`src/rtl/alu_pkg.sv`:
```
// Shared definitions for the ALU issue controller: ISA opcodes, controller states,
// saturation limits and the per-opcode N/Z/V write-enable mask.
package alu_pkg;

  typedef enum logic [3:0] {
    OP_ADD    = 4'h0,
    OP_SUB    = 4'h1,
    OP_XOR    = 4'h2,
    OP_RED    = 4'h3,
    OP_SLL    = 4'h4,
    OP_SRA    = 4'h5,
    OP_ROR    = 4'h6,
    OP_PADDSB = 4'h7,
    OP_LW     = 4'h8,
    OP_SW     = 4'h9,
    OP_LLB    = 4'hA,
    OP_LHB    = 4'hB,
    OP_B      = 4'hC,
    OP_BR     = 4'hD,
    OP_PCS    = 4'hE,
    OP_HLT    = 4'hF
  } op_t;

  typedef enum logic [1:0] {
    IDLE  = 2'd0,
    SHIFT = 2'd1,
    DONE  = 2'd2
  } state_t;

  localparam logic [15:0] SAT_POS = 16'h7FFF;
  localparam logic [15:0] SAT_NEG = 16'h8000;

  // Bit order of the mask is {N, Z, V}.
  function automatic logic [2:0] flag_we(input logic [3:0] op);
    case (op)
      OP_ADD, OP_SUB:         flag_we = 3'b111;
      OP_XOR, OP_SLL,
      OP_SRA, OP_ROR:         flag_we = 3'b010;
      default:                flag_we = 3'b000;
    endcase
  endfunction

endpackage

```
`src/rtl/alu_ctrl_if.sv`:
```
// Request/response bundle between decode (master) and the ALU controller (slave),
// including the architectural flag outputs.
interface alu_ctrl_if;
  logic        req_valid;
  logic        req_ready;
  logic [3:0]  req_op;
  logic [15:0] req_a;
  logic [15:0] req_b;
  logic        res_valid;
  logic        res_ready;
  logic [15:0] res_data;
  logic        N_Flag;
  logic        Z_Flag;
  logic        V_Flag;

  modport master (
    output req_valid, req_op, req_a, req_b, res_ready,
    input  req_ready, res_valid, res_data, N_Flag, Z_Flag, V_Flag
  );

  modport slave (
    input  req_valid, req_op, req_a, req_b, res_ready,
    output req_ready, res_valid, res_data, N_Flag, Z_Flag, V_Flag
  );
endinterface

```
`src/rtl/alu_shift_step.sv`:
```
// One-bit shift/rotate step: op[1:0] selects SLL (00), SRA (01) or ROR (10); 11 passes through.
module alu_shift_step (
  input  logic [1:0]  op,
  input  logic [15:0] din,
  output logic [15:0] dout
);

  always_comb begin
    case (op)
      2'b00:   dout = {din[14:0], 1'b0};
      2'b01:   dout = {din[15], din[15:1]};
      2'b10:   dout = {din[0], din[15:1]};
      default: dout = din;
    endcase
  end

endmodule

```
`src/rtl/alu_ctrl.sv`:
```
// ALU issue controller: accepts one op, sequences shifts one bit per cycle, owns N/Z/V.
// Build option ALU_CTRL_FAST_SHIFT_EN swaps the shift loop for a single-cycle barrel shifter.
module alu_ctrl
  import alu_pkg::*;
(
  input  logic       clk,
  input  logic       rst,
  alu_ctrl_if.slave  bus
);

  state_t      state_q, state_d;
  logic [15:0] res_q, res_d;
  logic        n_q, n_d, z_q, z_d, v_q, v_d;

  logic [15:0] sum, diff, idle_res, shifted, fin_res;
  logic [3:0]  amt, fin_op;
  logic [2:0]  we;
  logic        add_ovf, sub_ovf, idle_v, fin_v, fin_en;

  assign amt = bus.req_b[3:0];

`ifdef ALU_CTRL_FAST_SHIFT_EN
  logic [15:0] stage [16];
  genvar gi;

  assign stage[0] = bus.req_a;
  generate
    for (gi = 0; gi < 15; gi++) begin : g_barrel
      alu_shift_step u_step (
        .op   (bus.req_op[1:0]),
        .din  (stage[gi]),
        .dout (stage[gi+1])
      );
    end
  endgenerate
  assign shifted = stage[amt];
`else
  logic [3:0]  cnt_q, cnt_d, op_q, op_d;
  logic [15:0] step_in, step_out;
  logic [1:0]  step_sel;
  logic        is_shift;

  // The single step unit performs the first step on the accept cycle, then iterates on res_q.
  assign step_in  = (state_q == IDLE) ? bus.req_a : res_q;
  assign step_sel = (state_q == IDLE) ? bus.req_op[1:0] : op_q[1:0];
  assign is_shift = (bus.req_op == OP_SLL) || (bus.req_op == OP_SRA) || (bus.req_op == OP_ROR);

  alu_shift_step u_step (
    .op   (step_sel),
    .din  (step_in),
    .dout (step_out)
  );
  assign shifted = (amt == 4'd0) ? bus.req_a : step_out;
`endif

  always_comb begin
    sum      = bus.req_a + bus.req_b;
    diff     = bus.req_a - bus.req_b;
    add_ovf  = (bus.req_a[15] == bus.req_b[15]) && (sum[15] != bus.req_a[15]);
    sub_ovf  = (bus.req_a[15] != bus.req_b[15]) && (diff[15] != bus.req_a[15]);
    idle_v   = 1'b0;
    idle_res = bus.req_a;
    // On overflow the sign of operand a tells which rail was crossed.
    case (bus.req_op)
      OP_ADD: begin
        idle_v   = add_ovf;
        idle_res = add_ovf ? (bus.req_a[15] ? SAT_NEG : SAT_POS) : sum;
      end
      OP_SUB: begin
        idle_v   = sub_ovf;
        idle_res = sub_ovf ? (bus.req_a[15] ? SAT_NEG : SAT_POS) : diff;
      end
      OP_XOR:                 idle_res = bus.req_a ^ bus.req_b;
      OP_LLB:                 idle_res = {bus.req_a[15:8], bus.req_b[7:0]};
      OP_LHB:                 idle_res = {bus.req_b[7:0], bus.req_a[7:0]};
      OP_SLL, OP_SRA, OP_ROR: idle_res = shifted;
      default:                idle_res = bus.req_a;
    endcase
  end

  always_comb begin
    state_d = state_q;
    res_d   = res_q;
    fin_en  = 1'b0;
    fin_res = idle_res;
    fin_op  = bus.req_op;
    fin_v   = idle_v;
`ifndef ALU_CTRL_FAST_SHIFT_EN
    cnt_d   = cnt_q;
    op_d    = op_q;
`endif
    case (state_q)
      IDLE: begin
        if (bus.req_valid) begin
          res_d = idle_res;
`ifndef ALU_CTRL_FAST_SHIFT_EN
          op_d  = bus.req_op;
          if (is_shift && (amt > 4'd1)) begin
            state_d = SHIFT;
            cnt_d   = amt - 4'd1;
          end else begin
            state_d = DONE;
            fin_en  = 1'b1;
          end
`else
          state_d = DONE;
          fin_en  = 1'b1;
`endif
        end
      end
      SHIFT: begin
`ifndef ALU_CTRL_FAST_SHIFT_EN
        res_d   = step_out;
        cnt_d   = cnt_q - 4'd1;
        fin_res = step_out;
        fin_op  = op_q;
        fin_v   = 1'b0;
        if (cnt_q == 4'd1) begin
          state_d = DONE;
          fin_en  = 1'b1;
        end
`else
        state_d = IDLE;
`endif
      end
      DONE: begin
        if (bus.res_ready) state_d = IDLE;
      end
      default: state_d = IDLE;
    endcase

    we  = flag_we(fin_op);
    n_d = (fin_en && we[2]) ? fin_res[15] : n_q;
    z_d = (fin_en && we[1]) ? (fin_res == 16'h0000) : z_q;
    v_d = (fin_en && we[0]) ? fin_v : v_q;
  end

  always_ff @(posedge clk) begin
    if (rst) begin
      state_q <= IDLE;
      res_q   <= 16'h0000;
      n_q     <= 1'b0;
      z_q     <= 1'b0;
      v_q     <= 1'b0;
`ifndef ALU_CTRL_FAST_SHIFT_EN
      cnt_q   <= 4'd0;
      op_q    <= 4'd0;
`endif
    end else begin
      state_q <= state_d;
      res_q   <= res_d;
      n_q     <= n_d;
      z_q     <= z_d;
      v_q     <= v_d;
`ifndef ALU_CTRL_FAST_SHIFT_EN
      cnt_q   <= cnt_d;
      op_q    <= op_d;
`endif
    end
  end

  assign bus.req_ready = (state_q == IDLE);
  assign bus.res_valid = (state_q == DONE);
  assign bus.res_data  = res_q;
  assign bus.N_Flag    = n_q;
  assign bus.Z_Flag    = z_q;
  assign bus.V_Flag    = v_q;

endmodule

```
`src/flat_wrapper.sv`:
```
// flat-port wrapper written by rule: the top's interface ports become plain ports
module alu_ctrl_flat import alu_pkg::*;
  (clk, rst, bus_req_valid, bus_req_op, bus_req_a, bus_req_b, bus_res_ready, bus_req_ready, bus_res_valid, bus_res_data, bus_N_Flag, bus_Z_Flag, bus_V_Flag);
  alu_ctrl_if bus_i ();
  input  logic clk;
  input  logic rst;
  input wire logic [$bits(bus_i.req_valid)-1:0] bus_req_valid;
  input wire logic [$bits(bus_i.req_op)-1:0] bus_req_op;
  input wire logic [$bits(bus_i.req_a)-1:0] bus_req_a;
  input wire logic [$bits(bus_i.req_b)-1:0] bus_req_b;
  input wire logic [$bits(bus_i.res_ready)-1:0] bus_res_ready;
  output wire logic [$bits(bus_i.req_ready)-1:0] bus_req_ready;
  output wire logic [$bits(bus_i.res_valid)-1:0] bus_res_valid;
  output wire logic [$bits(bus_i.res_data)-1:0] bus_res_data;
  output wire logic [$bits(bus_i.N_Flag)-1:0] bus_N_Flag;
  output wire logic [$bits(bus_i.Z_Flag)-1:0] bus_Z_Flag;
  output wire logic [$bits(bus_i.V_Flag)-1:0] bus_V_Flag;
  assign bus_i.req_valid = bus_req_valid;
  assign bus_i.req_op = bus_req_op;
  assign bus_i.req_a = bus_req_a;
  assign bus_i.req_b = bus_req_b;
  assign bus_i.res_ready = bus_res_ready;
  assign bus_req_ready = bus_i.req_ready;
  assign bus_res_valid = bus_i.res_valid;
  assign bus_res_data = bus_i.res_data;
  assign bus_N_Flag = bus_i.N_Flag;
  assign bus_Z_Flag = bus_i.Z_Flag;
  assign bus_V_Flag = bus_i.V_Flag;
  alu_ctrl u_core (.clk(clk), .rst(rst), .bus(bus_i));
endmodule
```
`config.mk`:
```
export PLATFORM = sky130hd
export DESIGN_NAME = alu_ctrl_flat
export DESIGN_NICKNAME = d
export VERILOG_FILES = /design/src/rtl/alu_pkg.sv /design/src/rtl/alu_ctrl_if.sv /design/src/rtl/alu_shift_step.sv /design/src/rtl/alu_ctrl.sv /design/src/flat_wrapper.sv
export SDC_FILE = /design/constraint.sdc
export NUM_CORES = 1
export LEC_CHECK = 0
export ABC_CLOCK_PERIOD_IN_PS = 7150
export CAP_MARGIN = 0
export CELL_PAD_IN_SITES_DETAIL_PLACEMENT = 1
export CELL_PAD_IN_SITES_GLOBAL_PLACEMENT = 1
export CORE_ASPECT_RATIO = 2
export CORE_UTILIZATION = 47
export CTS_CLUSTER_SIZE = 14
export DETAILED_ROUTE_END_ITERATION = 16
export DONT_BUFFER_PORTS = 1
export PLACE_DENSITY_LB_ADDON = 0.1
export SLEW_MARGIN = 25
export SYNTH_ARGS = -nofsm -noshare
export SYNTH_HDL_FRONTEND = slang
export SYNTH_SLANG_ARGS = --single-unit
```
`constraint.sdc`:
```
create_clock -name clk -period 7.15 [get_ports clk]
set_clock_uncertainty 0.15 [all_clocks]
set_input_delay 1.43 -clock clk [delete_from_list [all_inputs] [get_ports clk]]
set_output_delay 1.43 -clock clk [all_outputs]
set_load 0.1 [all_outputs]
```
==> flow_summary.json, run 1 <==
{
  "outcome": "completed",
  "yosys_warnings": 0,
  "drt_iter0_drc": 457,
  "p_sw_mw": 0.460,
  "synthTopCellsByArea": "dfxtp_1 11%, ha_1 8.1%, a21oi_1 6.6%, nand2_1 6.5%, nor2_1 5.5%",
  "grt_setup_unrepaired": "false",
  "grt_pass1_wl_mm": 38.2,
  "netlist_area_sq_um": 5390,
  "ctsResizeCount": 0,
  "n_antenna_cell": 0,
  "htree_levels": 2,
  "grt_pass1_vias": 6748,
  "synth_ff_type": "dfxtp_1",
  "die_x_um": 77.7,
  "yosysUniqueCellTypes": 88,
  "synthCells": 801,
  "die_area_sq_um": 11900,
  "regArea_sq_um": 583,
  "gp_congestion": 1.08,
  "worst_pin_slew_ps": 1100,
  "syn_area_per_cell_sq_um": 6.72,
  "overflow": 0,
  "p_leak_nw": 2.16,
  "top_level_ports": 61,
  "postSynth.asyncResetShare_pct": 0,
  "syn_nets": 879,
  "layout-drive-gt1-share_pct": 8.52,
  "numClockSinks": 29,
  "postRouteAntennaNets": 0,
  "area_growth_pct": 3.07,
  "intPower_mw": 0.471,
  "cp_num_buf_inv": 2,
  "tritoncts": "built",
  "pwr-share-clk_pct": 23.0,
  "clockRootBuffer": "clkbuf_16",
  "synth.top_cell.area_share_pct": 10.8,
  "fmaxAchievable_mhz": 165,
  "io_buffers": 0,
  "reg2regPathDepth": 12,
  "grt.total_usage_pct": 42.0,
  "vdd_drop_max_v": 0.000194,
  "antenna_found_initial": 0,
  "setup-tns-final_ps": 0,
  "power_density_nw_per_um2": 168,
  "multiInputGateArea_sq_um": 4380,
  "synth_area_leader_cell": "dfxtp_1",
  "clk_pin_slew_ps": 50,
  "finalSetupViolCount": 0,
  "slew-limit-headroom_pct": 26.7,
  "netlist_top_cells_count": "93 x nand2_1, 79 x nor2_1, 71 x a21oi_1, 53 x o21ai_0",
  "fp.coreArea_sq_um": 11200,
  "hold_path_depth": 2,
  "drt-total-wl_mm": 25.0,
  "drc_errors": 0,
  "maxCapViolCount": 0,
  "nets": 841,
  "timing.final.crit_share_pct": 84.8,
  "vias": 6498,
  "cp_max_fo": 11,
  "worstSetupPathDepth": 20,
  "hp-class": "flop to flop",
  "synth.most_common_cell": "nand2_1",
  "power_frac_seq_pct": 27.9,
  "nFillCells": 1504,
  "worstSkewPairLatency_ps": 280,
  "grt_max_degree": 43,
  "vias_per_cell": 7.18,
  "num_rows": 55,
  "crit_path_cell_trace": "inv_1 -> ha_1 -> a2111o_1 -> o211a_1 -> a21bo_2 -> a221o_1 -> a21oi_1 -> o21bai_1 -> a21oi_1 -> fa_1 -> nor3b_1 -> a21oi_1 -> buf_4 -> and2_1 -> o311ai_0 -> a2111oi_0 -> o221ai_1 -> a2111oi_2 -> nand4b_1 -> o21ai_1",
  "die_y_um": 153,
  "critPathLaunchType": "input pin",
  "first_pass_iters": 5,
  "synth-seq-cells": 29,
  "crit_path_end_kind": "flop",
  "hold_violations": 0,
  "clk_path_buf_depth": 2,
  "critPathArrivalTime_ps": 6130,
  "wl_per_cell_um": 27.6,
  "ys_seq_area_share_pct": 10.8,
  "cts_hold_buf": 0,
  "crit_type": "input pin to flop",
  "combPwrFrac_pct": 49.1,
  "drv_slew": 0,
  "dp_slack_ps": 905,
  "cpPeakStageDelay_ps": 430,
  "switching_share_pct": 49.4,
  "start_util_pct": 48.0,
  "cts_setup_buffers": 0,
  "timing.critical_path.mode_cell": "a21oi_1",
  "cp.required_ps": 7220,
  "synth-edff-count": 0,
  "hpwl_mm": 19.7,
  "worst_slack_ps": 1090,
  "crit_path_top_delay_cell": "ha_1",
  "layout_min_cycle_time_ps": 6060,
  "cts_buffers": 5,
  "critPathTopFamily": "compound AO/OA/AOI/OAI gates"
}
==> layer usage <==
| layer | vias up | global-route usage (%) | wire, um |
|---|---|---|---|
| met2 | 309 | 75.6 | 12700 |
| met1 | 3176 | 41.7 | 8570 |
| li1 | 2891 | - | - |
| met5 | - | 0 | 0 |
| met3 | 122 | 4.54 | 1350 |
| met4 | 0 | 36.0 | 2350 |
==> final timing paths <==
path	start	to	slack (ps)
max	bus_req_b[6]	u_core.bus.Z_Flag	1090
min	u_core.op_q[2]	u_core.op_q[2]	320
max reg2reg	u_core.state_q[0]	u_core.bus.Z_Flag	2900
min reg2reg	u_core.op_q[2]	u_core.op_q[2]	320
==> final cells by class <==
| class | instances | area share [%] |
|---|---|---|
| clock buffers | 7 | 2.57 |
| inverters | 44 | 3.02 |
| flip-flops and latches | 29 | 10.5 |
| multi-input cells | 670 | 78.9 |
| well taps | 142 | 3.20 |
| repair buffers | 13 | 1.76 |
==> cell usage in the layout (no fill, tap or decap), drive strengths merged, types with 11 or more instances in the layout <==
master and n:
a211oi 17, a21oi 71, a31oi 13, and3 12, buf 13, dfxtp 29
ha 35, inv 44, mux2i 24, nand2 93, nand2b 11, nand3 30
nor2 79, nor2b 14, nor3 26, o211ai 21, o21ai 56, xnor2 13
==> flip-flops by register name, indices dropped and copies added (netlist names) <==
register             count
u_core.op_q              4
u_core.bus.N_Flag        1
u_core.cnt_q             4
u_core.state_q           2
u_core.bus.res_data     16
u_core.bus.V_Flag        1
u_core.bus.Z_Flag        1
==> through the flow <==
step	utilization (%)	instance area (sq um)	hold WS, ps	std cells	power (mW)
final	49.5	5550	325	905	0.932
after floorplan	-	5390	286	801	0.594
after detailed placement	48.2	5410	303	898	0.704
after CTS	49.5	5550	320	905	0.923
after global routing	49.5	5550	332	905	0.971
after global placement	48.2	5400	288	898	0.693
==> power by group through the flow <==
stage	sequential, mW	clock (mW)	combinational, mW
2_1_floorplan	0.255	0	0.338
3_3_place_gp	0.262	0	0.431
3_5_place_dp	0.263	0	0.442
4_1_cts	0.260	0.217	0.447
5_1_grt	0.262	0.221	0.489
6_report	0.260	0.214	0.457
==> cell families (layout without fill, tap and decap cells) <==
family | count (synthesis) | after routing | synth area share, %
and+or+nand+nor | 306 | 306 | 27.5
AOI/OAI and AO/OA | 276 | 276 | 35.3
buffers and inverters | 102 | 64 | 8.04
adders and majority gates | 38 | 38 | 9.25
muxes | 32 | 32 | 6.20
DFF | 29 | 29 | 10.8
xor gates and xnor gates | 18 | 18 | 2.93
==> tightest hold or removal path: stages, from the launching register on <==
cell and delay, ps:
dfxtp_1 310, nand2_1 50, a21oi_1 60
Power figures use the tool's default switching activity.
==> run 2: changes to the inputs <==
Settings changed: ABC_CLOCK_PERIOD_IN_PS 7150 to 6300.
Clock period 7.15 ns to 6.3 ns, I/O delays scaled along.
==> run 2 against run 1 <==
Compared with the run above: cell count increased by 1.2%; setup slack got worse by 600 ps; critical path type unchanged; first-iteration DRC count increased by 9.0%; clock-buffer cell count unchanged; hold slack got worse by 11 ps; largest cell class unchanged.
==> flow_summary.json, run 2 (same netlist as run 1, synthesis figures left out) <==
{
  "fmaxAchievable_mhz": 172,
  "die_y_um": 153,
  "slew-limit-headroom_pct": 25.0,
  "cts_hold_buf": 0,
  "clk_path_buf_depth": 2,
  "place_area_sq_um": 5480,
  "clockRootBuffer": "clkbuf_16",
  "nets": 851,
  "start_util_pct": 48.0,
  "cp_num_buf_inv": 1,
  "grt_pass1_wl_mm": 39.6,
  "die_x_um": 77.7,
  "overflow": 0,
  "layout_commonest_cell": "nand2_1",
  "layout-drive-gt1-share_pct": 9.95,
  "tritoncts": "built",
  "fp.coreArea_sq_um": 11200,
  "crit_path_top_delay_cell": "a2111oi_0",
  "area_growth_pct": 4.72,
  "largest_reg_flops": 16,
  "maxCapViolCount": 0,
  "dp.cells": 908,
  "wl_per_cell_um": 28.3,
  "grt_pass1_vias": 6959,
  "grt.total_usage_pct": 43.6,
  "postRouteAntennaNets": 0,
  "cpPeakStageDelay_ps": 420,
  "crit_path_cell_trace": "inv_1 -> ha_1 -> nor2b_1 -> o221a_2 -> o211a_1 -> a21bo_2 -> a221o_1 -> a21oi_1 -> o21bai_1 -> a21oi_1 -> fa_1 -> nand2_1 -> o21ai_0 -> a21oi_1 -> a2111oi_0 -> o211ai_1 -> o31ai_2 -> o211ai_1 -> a2111oi_2 -> nand4b_1 -> o21ai_1",
  "worstSkewPairLatency_ps": 280,
  "hpwl_mm": 20.4,
  "worst_pin_slew_ps": 1120,
  "holdWs_ps": 314,
  "crit_path_end_kind": "flop",
  "top_level_ports": 61,
  "cts_setup_buffers": 0,
  "first_pass_iters": 5,
  "stdcell_area_sq_um": 5640,
  "vdd_drop_max_v": 0.000201,
  "drv_slew": 0,
  "critPathArrivalTime_ps": 5880,
  "crit_type": "input pin to flop",
  "cp_max_fo": 7,
  "instances_no_fill": 916,
  "outcome": "completed",
  "num_rows": 55,
  "ctsResizeCount": 0,
  "final_cell_mix": "93 x nand2_1, 78 x nor2_1, 71 x a21oi_1",
  "p_leak_nw": 2.22,
  "critPathTopFamily": "compound AO/OA/AOI/OAI gates",
  "drc_errors": 0,
  "power_density_nw_per_um2": 193,
  "grt_max_degree": 43,
  "r2r_slack_ps": 2380,
  "drt-total-wl_mm": 26.0,
  "clk_pin_slew_ps": 50,
  "grt_setup_unrepaired": "false",
  "setup-tns-final_ps": 0,
  "n_antenna_cell": 0,
  "drt_iter0_drc": 498,
  "htree_levels": 2,
  "timing.critical_path.mode_cell": "a21oi_1",
  "antenna_found_initial": 0,
  "critPathLaunchType": "input pin",
  "cp.required_ps": 6370,
  "io_buffers": 0,
  "timing.final.crit_share_pct": 92.2,
  "cts_buffers": 5,
  "gp_congestion": 1.11,
  "numClockSinks": 29,
  "finalSetupViolCount": 0,
  "hp-class": "flop to flop",
  "hold_violations": 0,
  "die_area_sq_um": 11900,
  "vias": 6689,
  "layout_min_cycle_time_ps": 5810,
  "vias_per_cell": 7.30
}
## run 2: power by group
part           switching, mW  internal (mW)  total, mW
registers             0.0902          0.199      0.290
clock network         0.0914          0.167      0.259
logic                  0.354          0.187      0.541
total                  0.535          0.554       1.09
## run 2: worst paths after layout
path / from / endpoint / depth (start not counted)
worst max-delay path: bus_req_b[1] / u_core.bus.Z_Flag / 21
worst min-delay path: u_core.op_q[2] / u_core.op_q[2] / 2
worst max register to register: u_core.state_q[0] / u_core.bus.Z_Flag / 11
worst min register to register: u_core.op_q[2] / u_core.op_q[2] / 2
## run 2: final cells by class
cell class,count,area (sq um)
fill,1522,5580
multi-input combinational,670,4380
sequential,29,584
tap,142,178
timing repair buffer,23,173
inverter,44,168
clock buffer,7,153
clock inverter,1,5.00
## run 2: per-stage QoR
stage | total power [mW] | util (%) | setup WS [ps]
after floorplan | 0.674 | - | 599
after CTS | 1.07 | 50.3 | 578
after detailed placement | 0.810 | 48.8 | 314
after global routing | 1.13 | 50.3 | 205
after global placement | 0.795 | 48.8 | 481
final | 1.09 | 50.3 | 491
## run 2: metal layers
metal  vias to the layer above  part of all wire (%)  global-route usage, %
met3                       129                   5.8                   4.78
li1                       2919                     -                      -
met1                      3268                    34                   43.1
met2                       373                    52                   80.1
met5                         -                     0                      0
met4                         0                   8.3                   34.8
## run 2: worst min-delay path, cell delays in order, from the launching register on
cell and delay, ps:
dfxtp_1 310, nand2_1 60, a21oi_1 60
